File: config.mk
export PLATFORM = sky130hd
export DESIGN_NAME = comma_aligner_10b
export DESIGN_NICKNAME = d
export VERILOG_FILES = /design/src/rtl/comma_aligner_10b.sv
export SDC_FILE = /design/constraint.sdc
export NUM_CORES = 1
export LEC_CHECK = 0
export ABC_AREA = 0
export BUFFER_PORTS_ARGS = -buffer_cell sky130_fd_sc_hd__buf_4
export CORE_ASPECT_RATIO = 0.5
export CORE_MARGIN = 5
export CORE_UTILIZATION = 55
export DETAILED_ROUTE_END_ITERATION = 7
export PLACE_DENSITY = 0.74
export SLEW_MARGIN = 0
export SYNTH_ARGS = -nofsm -noshare
export SYNTH_HDL_FRONTEND = slang
export SYNTH_SLANG_ARGS = --single-unit
export TNS_END_PERCENT = 1
File: constraint.sdc
create_clock -name i_clk -period 4.3 [get_ports i_clk]
set_input_delay 0.43 -clock i_clk [delete_from_list [all_inputs] [get_ports i_clk]]
set_output_delay 0.43 -clock i_clk [all_outputs]
set_load 0.02 [all_outputs]
File: src/rtl/comma_aligner_10b.sv
// K28.5 comma aligner: hunts for the comma across all ten bit offsets, verifies it,
// then holds the alignment until the decoder reports too many code errors.
module comma_aligner_10b #(
    parameter int LOCK_COUNT = 3,
    parameter int ERR_LIMIT  = 4,
    parameter int GOOD_RUN   = 4
) (
    input  logic       i_clk,
    input  logic       i_rst_n,
    input  logic       i_valid,
    input  logic [9:0] i_data10,
    input  logic       i_code_err,
    output logic       o_valid,
    output logic [9:0] o_data10,
    output logic       o_comma,
    output logic       o_locked,
    output logic [3:0] o_offset
);

    typedef enum logic [1:0] {
        HUNT   = 2'd0,
        VERIFY = 2'd1,
        LOCKED = 2'd2
    } state_t;

    state_t      r_state;
    state_t      w_stateNext;
    logic [9:0]  r_prev;
    logic        r_valid;
    logic [9:0]  r_data;
    logic        r_comma;
    logic [3:0]  r_offset;
    logic [3:0]  r_lockCnt;
    logic [3:0]  r_errCnt;
    logic [7:0]  r_goodCnt;

    logic [3:0]  w_offsetNext;
    logic [3:0]  w_lockCntNext;
    logic [3:0]  w_errCntNext;
    logic [7:0]  w_goodCntNext;
    logic        w_adopt;

    logic [19:0] w_win;
    logic [9:0]  w_cand [10];
    logic [9:0]  w_commaVec;
    logic        w_hit;
    logic [3:0]  w_hitK;
    logic [3:0]  w_effOff;
    logic [9:0]  w_effData;
    logic        w_effComma;
    logic        w_qualErr;
    logic        w_goodSym;

    assign w_win = {i_data10, r_prev};

    always_comb begin
        for (int k = 0; k < 10; k++) begin
            w_cand[k]     = w_win[k +: 10];
            w_commaVec[k] = (w_win[k +: 7] == 7'b1111100) || (w_win[k +: 7] == 7'b0000011);
        end
    end

    // Scanning downward lets the lowest matching offset overwrite any higher one.
    always_comb begin
        w_hit  = 1'b0;
        w_hitK = 4'd0;
        for (int k = 9; k >= 0; k--) begin
            if (w_commaVec[k]) begin
                w_hit  = 1'b1;
                w_hitK = 4'(k);
            end
        end
    end

    assign w_qualErr = r_valid & i_code_err;
    assign w_goodSym = r_valid & ~i_code_err & i_valid;

    always_comb begin
        w_stateNext   = r_state;
        w_offsetNext  = r_offset;
        w_lockCntNext = r_lockCnt;
        w_errCntNext  = r_errCnt;
        w_goodCntNext = r_goodCnt;
        w_adopt       = 1'b0;
        case (r_state)
            HUNT: begin
                if (i_valid && w_hit) begin
                    w_adopt       = 1'b1;
                    w_offsetNext  = w_hitK;
                    w_lockCntNext = 4'd1;
                    w_stateNext   = (LOCK_COUNT == 1) ? LOCKED : VERIFY;
                end
            end
            VERIFY: begin
                // A decoder error outranks a comma arriving in the same cycle.
                if (w_qualErr) begin
                    w_stateNext   = HUNT;
                    w_lockCntNext = 4'd0;
                end else if (i_valid && w_hit) begin
                    if (w_hitK == r_offset) begin
                        if (r_lockCnt != 4'hF) begin
                            w_lockCntNext = r_lockCnt + 4'd1;
                        end
                        if (int'(r_lockCnt) + 1 >= LOCK_COUNT) begin
                            w_stateNext = LOCKED;
                        end
                    end else begin
                        w_adopt       = 1'b1;
                        w_offsetNext  = w_hitK;
                        w_lockCntNext = 4'd1;
                    end
                end
            end
            LOCKED: begin
                if (w_qualErr) begin
                    w_goodCntNext = 8'd0;
                    if (r_errCnt != 4'hF) begin
                        w_errCntNext = r_errCnt + 4'd1;
                    end
                    if (int'(r_errCnt) + 1 >= ERR_LIMIT) begin
                        w_stateNext   = HUNT;
                        w_lockCntNext = 4'd0;
                        w_errCntNext  = 4'd0;
                    end
                end else if (w_goodSym) begin
                    if (int'(r_goodCnt) + 1 >= GOOD_RUN) begin
                        w_goodCntNext = 8'd0;
                        if (r_errCnt != 4'd0) begin
                            w_errCntNext = r_errCnt - 4'd1;
                        end
                    end else begin
                        w_goodCntNext = r_goodCnt + 8'd1;
                    end
                end
            end
            default: begin
                w_stateNext = HUNT;
            end
        endcase
    end

    // The comma that triggers realignment is itself emitted at its own offset.
    assign w_effOff = w_adopt ? w_hitK : r_offset;

    always_comb begin
        w_effData  = w_cand[0];
        w_effComma = w_commaVec[0];
        for (int k = 1; k < 10; k++) begin
            if (w_effOff == 4'(k)) begin
                w_effData  = w_cand[k];
                w_effComma = w_commaVec[k];
            end
        end
    end

    always_ff @(posedge i_clk) begin
        if (!i_rst_n) begin
            r_state   <= HUNT;
            r_prev    <= 10'd0;
            r_valid   <= 1'b0;
            r_data    <= 10'd0;
            r_comma   <= 1'b0;
            r_offset  <= 4'd0;
            r_lockCnt <= 4'd0;
            r_errCnt  <= 4'd0;
            r_goodCnt <= 8'd0;
        end else begin
            r_state   <= w_stateNext;
            r_offset  <= w_offsetNext;
            r_lockCnt <= w_lockCntNext;
            r_errCnt  <= w_errCntNext;
            r_goodCnt <= w_goodCntNext;
            r_valid   <= i_valid;
            if (i_valid) begin
                r_data  <= w_effData;
                r_comma <= w_effComma;
                r_prev  <= i_data10;
            end else begin
                r_comma <= 1'b0;
            end
        end
    end

    assign o_valid  = r_valid;
    assign o_data10 = r_data;
    assign o_comma  = r_comma;
    assign o_locked = (r_state == LOCKED);
    assign o_offset = r_offset;

endmodule

==> results of run 1 <==
[logic make-up after synthesis]
logic type      count (synthesis)  share of synthesized area (%)
buf+inv                        58                          6.516
fa+ha+maj                      11                          3.548
simple gates                  215                          28.68
compound gates                157                          30.03
mux                            31                          8.516
flops                          44                          22.71
[state kept, by name, indices dropped and copies added (netlist names)]
name	count
r_errCnt	4
r_lockCnt	4
o_offset	4
o_valid	1
o_data10	10
r_prev	10
o_comma	1
r_goodCnt	8
r_state	2
[worst reg2reg max path, stage by stage (launching register included)]
cell       delay (ns)
dfxtp_1          0.38
or4_1            0.60
or2_2            0.32
o2bb2a_1         0.36
a2111oi_4        0.37
o21a_1           0.22
a311oi_4         0.07
a21o_1           0.30
buf_4            0.19
o21ai_2          0.38
nand2_1          0.18
o211a_1          0.24
o311a_1          0.34
[per-stage QoR]
stage / utilization [%] / power (mW) / hold slack (ns) / area, um2
2_1_floorplan: - / 0.7743 / 0.4535 / 3879
3_3_place_gp: 62.79 / 0.8983 / 0.4677 / 4257
3_5_place_dp: 62.79 / 0.9005 / 0.4731 / 4257
4_1_cts: 65.34 / 1.363 / 0.3966 / 4429
5_1_grt: 65.34 / 1.443 / 0.4257 / 4429
6_report: 65.34 / 1.370 / 0.3944 / 4429
[cell usage after synthesis, drive strengths merged, types with 11 or more instances]
cell	instances
nand2	51
nor2	47
dfxtp	44
a21oi	30
o21ai	30
mux2i	28
clkbuf	22
buf	19
nand3	19
inv	17
nor2b	17
nor3	13
and3	12
ha	11
o211ai	11
[how the worst min path moves through the flow]
stage,startpoint,end
after floorplan,r_goodCnt[7],r_goodCnt[7]
after global placement,r_goodCnt[3],r_goodCnt[3]
after detailed placement,r_goodCnt[6],r_goodCnt[6]
after CTS,i_data10[9],r_prev[9]
after global routing,i_data10[9],r_prev[9]
final,i_data10[9],r_prev[9]
[layer usage]
metal	GRT usage, %	part of all wire, %
met2	40.37	41
met1	41.15	47
met3	7.923	11
met5	0	0
met4	9.546	1.8
[power by group through the flow]
stage	sequential, mW	clock [mW]	combinational, mW
after global placement	0.471	0	0.427
after global routing	0.467	0.486	0.490
final	0.465	0.460	0.445
after floorplan	0.465	0	0.310
after detailed placement	0.471	0	0.429
after CTS	0.463	0.464	0.436
[area by class of cell]
| type | instances | area share [%] |
|---|---|---|
| well taps | 92 | 2.599 |
| multi-input cells | 414 | 62.06 |
| inverters | 17 | 1.441 |
| clock inverters | 3 | 1.073 |
| flip-flops and latches | 44 | 19.89 |
| clock buffers | 5 | 2.825 |
| repair buffers | 58 | 10.11 |
==> qor.csv, run 1 <==
stage,metric,value,unit
floorplan,die_height,69.38,um
setup_path,path_cells,or4_1 -> or2_2 -> o2bb2a_1 -> a2111oi_4 -> o21a_1 -> a311oi_4 -> a21o_1 -> buf_4 -> o21ai_2 -> nand2_1 -> o211a_1 -> o311a_1,
sta,finalHoldViolations,0,
sta,fin_crit_sh,94.04,%
placed_design,dp.cells,625,
routing,drc,0,
setup_path,crit_start,r_prev[9],
sta,fin_skew,0.004139,ns
synth,synth.net_count,541,
power,p_sw,489.4,uW
routing,via_per_inst,6.520,
sta,worst_slew_pin_slew,0.7044,ns
flow_run,maxCapViolCount,0,
synth,ys_seq_area_share,22.71,%
cts,cts_tree,yes,
sta,slew-limit-headroom,52.84,%
cts,cts_hold_buf,0,
final_layout,area_delta_synth_final,14.19,%
synth,synth_ff_type,dfxtp_1,
synth,yosysUniqueCellTypes,82,
power,clkPwrFrac,33.6,%
floorplan,rows,21,
final_layout,instances_no_fill,633,
cts,root_buffer,clkbuf_16,
synth,yosys-top-cells-area,"dfxtp_1 23%, mux2i_1 7.0%, nand2_1 4.9%",
synth,postSynthCellCount,516,
final_layout,nets,565,
synth,yosysWarnings,0,
routing,vias,4127,
routing,drtPass1Iterations,5,
power,p_per_area,309.3,nW/um2
global_routing,antenna_found_initial,0,
synth,synth_edf_count,0,
floorplan,core,6779,um2
cts,numCtsBuffers,5,
cts,clockBufferDepth,2,
sta,tns,0,ns
worst_hold_path,min_path_cells,3,
cts,post_cts_buffers,0,
setup_path,r2r-start,r_prev[9],
final_layout,fillers,624,
floorplan,die-area,8933,um2
floorplan,ios,31,
synth,synthArstFlopShare,0,%
setup_path,cp_slowest_cell,or4_1,
setup_path,crit_family,compound AO/OA/AOI/OAI gates,
routing,drt_iter0_markers,407,
cts,cts.repair.resized,0,
setup_path,reg2reg_depth,12,
final_layout,num_antenna_cells,0,
final_layout,regArea,880.8,um2
power,ir_drop,231.6,uV
global_routing,overflow,0,
setup_path,critPathKind,flop to flop,
power,p_comb_share,32.5,%
worst_hold_path,min_path_type,input port to flop,
setup_path,arrival,4.23,ns
placed_design,port_buffers,30,
final_layout,drive_gt1_share,17.19,%
cts,clk_pin_slew,0.07,ns
power,seqPwrFrac,33.9,%
setup_path,path_depth,12,
sta,fmax,247.3,MHz
sta,fin_ws,0.2565,ns
power,sw_frac_of_total,35.73,%
synth,post-synth-top-area-cell,dfxtp_1,
sta,rsz0062_at_grt,false,
global_routing,grt_pass1_wl,20.53,mm
synth,yosysTopAreaCellShare,22.71,%
setup_path,setup.worst_path.end,o_data10[1],
sta,setup-violations-final,0,
final_layout,multi_input_area,2749,um2
setup_path,timing.rr.end,o_data10[1],
routing,routedWlPerCell,19.68,um
placed_design,hpwl,8.883,mm
global_routing,grt_max_degree,33,
floorplan,start_util,57.22,%
cts,clock-sinks,44,
cts,htree_levels,2,
setup_path,cp-end-kind,flop,
routing,finalWirelength,12.46,mm
setup_path,slowest_delay,0.60,ns
global_routing,grt_use_total,28.53,%
run_status,status,"complete, no violations",
setup_path,crit_fanout,8,
synth,syn_area_per_cell,7.517,um2
global_routing,grt_pass1_vias,3875,
setup_path,worstSetupStartpointType,flop,
routing,ant_nets,0,
placed_design,place_ws,0.1254,ns
setup_path,cp_num_buf_inv,1,
synth,ys_ff_latch,44,
power,p_int,880.4,uW
final_layout,final_common_cell,buf_4,
sta,fin_crit,4.044,ns
synth,synth_area,3879,um2
final_layout,layout_common_cells,"57 x buf_4, 51 x nand2_1, 47 x nor2_1",
setup_path,r2r_setup_slack,0.26,ns
setup_path,worstPathRequired,4.49,ns
placed_design,gp_congestion,1.031,
floorplan,die_w,128.8,um
sta,drv_slew,0,
cts,clock_latency,0.30,ns
power,power.leakage,1.767,nW
Power figures use the tool's default switching activity.
==> run 2, diff against run 1 <==
BUFFER_PORTS_ARGS = default   (was -buffer_cell sky130_fd_sc_hd__buf_4)
DONT_BUFFER_PORTS = 1   (was default)
PLACE_DENSITY = 0.7   (was 0.74)
REMOVE_ABC_BUFFERS = 1   (was default)
==> run 2 against run 1 <==
Net effect:
- setup slack improved by 0.028 ns
- cell area fell by 6.8%
- total power fell by 3.9%
- hold slack got worse by 0.13 ns
- register-to-register slack improved by 0.03 ns
- fmax rose by 0.69%
- flip-flop and latch count did not move
- combinational power fell by 16%
- non-clock buffer count fell by 40
- die area did not move
- via count fell by 4.5%
==> qor.csv, run 2 (synthesized netlist as in run 1, its figures left out) <==
stage,metric,value,unit,change
floorplan,ios,31,,unchanged
sta,finalHoldViolations,0,,unchanged
power,ir_drop,174.9,uV,-24%
cts,htree_levels,2,,unchanged
cts,clock-sinks,44,,unchanged
setup_path,arrival,4.20,ns,-0.03 ns
floorplan,start_util,57.22,%,unchanged
final_layout,multi_input_area,2749,um2,unchanged
sta,rsz0062_at_grt,false,,
final_layout,layout_common_cells,"51 x nand2_1, 47 x nor2_1, 44 x dfxtp_1",,
cts,post_cts_buffers,0,,unchanged
run_status,status,"complete, no violations",,
sta,tns,0,ns,unchanged
setup_path,timing.rr.end,o_data10[1],,
floorplan,die-area,8933,um2,unchanged
worst_hold_path,min_path_type,input port to flop,,
sta,fmax,249.0,MHz,+0.69%
final_layout,num_antenna_cells,0,,unchanged
sta,drv_slew,0,,unchanged
routing,via_per_inst,6.649,,+2.0%
floorplan,core,6779,um2,unchanged
final_layout,final_common_cell,nand2_1,,
cts,clk_pin_slew,0.06,ns,about the same
setup_path,r2r_setup_slack,0.28,ns,+0.03 ns
final_layout,drive_gt1_share,10.58,%,-6.6 points
setup_path,cp-end-kind,flop,,
placed_design,port_buffers,0,,-100%
routing,routedWlPerCell,19.34,um,-1.8%
global_routing,grt_pass1_vias,3589,,-7.4%
final_layout,area_delta_synth_final,6.387,%,
routing,finalWirelength,11.47,mm,-8.0%
global_routing,antenna_found_initial,0,,unchanged
sta,fin_crit_sh,93.39,%,-0.65 points
setup_path,crit_fanout,8,,unchanged
floorplan,die_height,69.38,um,unchanged
placed_design,hpwl,8.052,mm,-9.4%
flow_run,maxCapViolCount,0,,unchanged
floorplan,rows,21,,unchanged
sta,fin_skew,0.004985,ns,+0.0008462 ns
cts,numCtsBuffers,5,,unchanged
cts,clock_latency,0.29,ns,about the same
routing,drc,0,,unchanged
sta,fin_ws,0.2843,ns,+0.02783 ns
sta,worst_slew_pin_slew,0.7144,ns,+0.01008 ns
global_routing,grt_pass1_wl,18.67,mm,-9.0%
power,p_per_area,319.0,nW/um2,+3.2%
final_layout,fillers,595,,-4.6%
cts,cts.repair.resized,0,,unchanged
routing,vias,3943,,-4.5%
setup_path,worstSetupStartpointType,flop,,
setup_path,reg2reg_depth,12,,unchanged
global_routing,grt_use_total,25.66,%,-2.9 points
final_layout,nets,525,,-7.1%
routing,ant_nets,0,,unchanged
routing,drt_iter0_markers,510,,+25%
cts,cts_tree,yes,,
cts,clockBufferDepth,2,,unchanged
routing,drtPass1Iterations,5,,unchanged
worst_hold_path,holdPathEnd,r_errCnt[3],,
setup_path,r2r-start,r_prev[9],,
global_routing,grt_max_degree,33,,unchanged
worst_hold_path,min_from,i_rst_n,,
power,finalPower,1.316,mW,-3.9%
sta,slew-limit-headroom,52.16,%,-0.67 points
setup_path,worstPathRequired,4.48,ns,about the same
cts,cts_hold_buf,0,,unchanged
final_layout,regArea,880.8,um2,unchanged
placed_design,place_ws,0.3253,ns,+0.1998 ns
sta,fin_crit,4.016,ns,-0.02783 ns
placed_design,gp_congestion,0.9838,,-4.6%
floorplan,die_w,128.8,um,unchanged
setup_path,critPathKind,flop to flop,,
global_routing,overflow,0,,unchanged
cts,root_buffer,clkbuf_16,,
power,power.leakage,1.566,nW,-11%
sta,setup-violations-final,0,,unchanged
worst_hold_path,min_path_cells,1,,-2
==> run 2: cell count changes in the layout (fill, tap and decap cells not counted) <==
cell	before	now
buf_4	57	18
clkbuf_8	0	2
clkinv_4	2	0
buf_12	1	0
==> run 2: area by class of cell <==
| cell class | instances | area share [%] |
|---|---|---|
| multi-input cells | 414 | 66.62 |
| flip-flops and latches | 44 | 21.35 |
| clock buffers | 7 | 3.699 |
| repair buffers | 18 | 3.275 |
| well taps | 92 | 2.790 |
| inverters | 17 | 1.546 |
| clock inverters | 1 | 0.7277 |
==> run 2: how the worst max path moves through the flow <==
stage / from / endpoint / slack [ns]
after floorplan: r_prev[7] / o_data10[8] / 0.33
after global placement: i_data10[0] / o_data10[1] / 0.34
after detailed placement: i_data10[0] / o_data10[1] / 0.33
after CTS: r_prev[9] / o_data10[1] / 0.35
after global routing: r_prev[9] / o_data10[2] / 0.04
final: r_prev[9] / o_data10[1] / 0.28
==> run 2: where the power goes <==
part	total, mW	switching [mW]	internal, mW
logic	0.374	0.229	0.146
registers	0.469	0.0378	0.431
clock network	0.473	0.167	0.306
==> run 2: routing by layer <==
layer	track usage, %	up-vias	wire, um
met5	4.706	-	49
li1	-	1879	-
met3	8.846	31	1344
met2	37.27	218	4706
met4	6.403	2	250
met1	35.75	1813	5115
==> run 2: per-stage QoR <==
stage	cell area (um2)	utilization, %	std cells	hold WS, ns
finish	4126	60.87	593	0.2608
CTS	4126	60.87	593	0.2620
floorplan	3690	-	475	0.4535
global placement	3944	58.18	585	0.4666
detailed placement	3944	58.18	585	0.4710
global route	4126	60.87	593	0.2586
==> run 2: worst max-delay path, stage by stage, from the launching register on <==
cell       delay, ns
dfxtp_1         0.36
or4_1           0.56
or2_2           0.30
o2bb2a_1        0.35
a2111oi_4       0.38
o21a_1          0.23
a311oi_4        0.07
a21o_1          0.31
buf_4           0.19
o21ai_2         0.36
nand2_1         0.18
o211a_1         0.27
o311a_1         0.34
==> run 3, diff against run 2 <==
CORE_ASPECT_RATIO = default   (was 0.5)
clock period = 4.5 ns   (was 4.3 ns; I/O delays follow)
==> run 3 against run 2 <==
Net effect:
- global-route usage increased by 1.4 points
- combinational power decreased by 3%
- final cell count increased by 0.84%
- die area decreased by 1.1%
- total power decreased by 13%
- utilization decreased by 1.2 points
- cell area decreased by 1.2%
- critical path type unchanged
- critical endpoint is now o_data10[8]
- largest power group is now registers
==> qor.csv, run 3 (synthesized netlist as in run 1, its figures left out) <==
stage,metric,value,unit,change
setup_path,worstSetupStartpointType,flop,,
sta,finalHoldViolations,0,,unchanged
floorplan,die-area,8831,um2,-1.1%
routing,via_per_inst,6.809,,+2.4%
sta,rsz0062_at_grt,false,,
power,ir_drop,155.8,uV,-11%
floorplan,ios,31,,unchanged
cts,numCtsBuffers,5,,unchanged
power,finalPower,1.148,mW,-13%
routing,ant_nets,0,,unchanged
sta,fin_skew,0.01190,ns,+0.006920 ns
global_routing,grt_pass1_vias,3648,,+1.6%
setup_path,worstPathRequired,4.72,ns,+0.24 ns
cts,root_buffer,clkbuf_8,,
final_layout,final_common_cell,nand2_1,,
worst_hold_path,min_path_type,input port to flop,,
setup_path,crit_start,r_prev[7],,
setup_path,r2r-start,r_prev[7],,
final_layout,fillers,628,,+5.5%
placed_design,port_buffers,0,,unchanged
final_layout,area_delta_synth_final,5.129,%,
sta,setup-violations-final,0,,unchanged
sta,tns,0,ns,unchanged
final_layout,layout_common_cells,"51 x nand2_1, 47 x nor2_1, 44 x dfxtp_1",,
routing,finalWirelength,11.86,mm,+3.5%
power,p_per_area,281.4,nW/um2,-12%
cts,clock-sinks,44,,unchanged
cts,cts_tree,yes,,
floorplan,die_w,93.98,um,-27%
final_layout,num_antenna_cells,0,,unchanged
setup_path,timing.rr.end,o_data10[8],,
routing,drt_iter0_markers,446,,-13%
cts,clk_pin_slew,0.09,ns,+0.03 ns
floorplan,rows,30,,+43%
routing,drtPass1Iterations,6,,+1
final_layout,drive_gt1_share,10.76,%,+0.18 points
global_routing,grt_use_total,27.11,%,+1.4 points
routing,drc,0,,unchanged
setup_path,crit_fanout,10,,+2
worst_hold_path,min_path_cells,1,,unchanged
sta,drv_slew,0,,unchanged
final_layout,nets,526,,+0.19%
routing,vias,4072,,+3.3%
power,power.leakage,1.545,nW,-1.4%
sta,worst_slew_pin_slew,0.7856,ns,+0.07114 ns
cts,cts.repair.resized,0,,unchanged
cts,htree_levels,2,,unchanged
floorplan,die_height,93.98,um,+35%
global_routing,grt_max_degree,33,,unchanged
placed_design,gp_congestion,1.026,,+4.3%
sta,fin_crit_sh,91.72,%,-1.7 points
run_status,status,"complete, no violations",,
setup_path,reg2reg_depth,13,,+1
global_routing,antenna_found_initial,0,,unchanged
sta,fmax,242.3,MHz,-2.7%
sta,slew-limit-headroom,47.40,%,-4.8 points
setup_path,critPathKind,flop to flop,,
global_routing,overflow,0,,unchanged
cts,clockBufferDepth,2,,unchanged
global_routing,grt_pass1_wl,19.06,mm,+2.1%
routing,routedWlPerCell,19.84,um,+2.6%
setup_path,arrival,4.35,ns,+0.15 ns
placed_design,hpwl,8.551,mm,+6.2%
floorplan,core,6832,um2,+0.78%
setup_path,cp-end-kind,flop,,
flow_run,maxCapViolCount,0,,unchanged
setup_path,r2r_setup_slack,0.37,ns,+0.09 ns
floorplan,start_util,56.78,%,-0.44 points
sta,fin_crit,4.128,ns,+0.1119 ns
cts,cts_hold_buf,0,,unchanged
cts,clock_latency,0.31,ns,+0.02 ns
setup_path,setup.worst_path.end,o_data10[8],,
worst_hold_path,min_from,i_rst_n,,
cts,post_cts_buffers,0,,unchanged
run 3: how the worst min path moves through the flow:
stage,end
after floorplan,r_goodCnt[7]
after global placement,r_goodCnt[7]
after detailed placement,r_goodCnt[4]
after CTS,o_data10[1]
after global routing,o_data10[1]
final,o_data10[1]
run 3: routing by layer:
metal / routed length (um) / vias up / share of wire (%) / track usage (%)
met1: 4926 / 1903 / 42 / 35.95
met4: 485 / 0 / 4.1 / 13.96
met2: 5269 / 236 / 44 / 40.86
met3: 1182 / 51 / 10 / 6.090
li1: - / 1882 / - / -
met5: 0 / - / 0 / 0
run 3: power breakdown:
part | switching (mW) | total [mW] | internal, mW | leakage, nW
clock network | 0.153 | 0.335 | 0.182 | 0.0614
logic | 0.227 | 0.364 | 0.137 | 1.13
registers | 0.0377 | 0.449 | 0.411 | 0.358
total | 0.418 | 1.15 | 0.730 | 1.54
run 3: through the flow:
| step | setup WS, ns | util, % | cell area [um2] | std cells | hold WS [ns] |
|---|---|---|---|---|---|
| final | 0.3724 | 59.69 | 4078 | 598 | 0.2725 |
| after global routing | 0.08693 | 59.69 | 4078 | 598 | 0.2533 |
| after CTS | 0.4652 | 59.69 | 4078 | 598 | 0.2637 |
| after detailed placement | 0.4266 | 57.91 | 3956 | 590 | 0.4707 |
| after global placement | 0.4987 | 57.91 | 3956 | 590 | 0.4680 |
| after floorplan | 0.5341 | - | 3690 | 475 | 0.4535 |
run 3: critical path, cell delays in order (launching register included):
cell,delay (ns)
dfxtp_1,0.52
buf_4,0.27
nor2_1,0.06
a2111oi_0,0.54
nand2b_1,0.30
a21oi_1,0.13
nand2b_1,0.21
a311oi_4,0.41
a21o_1,0.42
mux2i_4,0.48
buf_4,0.22
a21oi_1,0.08
a2bb2oi_1,0.17
o41ai_1,0.22
run 3: cell type report:
| cell class | instances | area (um2) | area share [%] |
|---|---|---|---|
| timing repair buffer | 19 | 142.6 | 3.498 |
| inverter | 17 | 63.81 | 1.565 |
| multi-input combinational | 414 | 2749 | 67.41 |
| clock buffer | 6 | 82.58 | 2.025 |
| clock inverter | 2 | 38.79 | 0.9512 |
| sequential | 44 | 880.8 | 21.60 |
| tap | 96 | 120.1 | 2.946 |
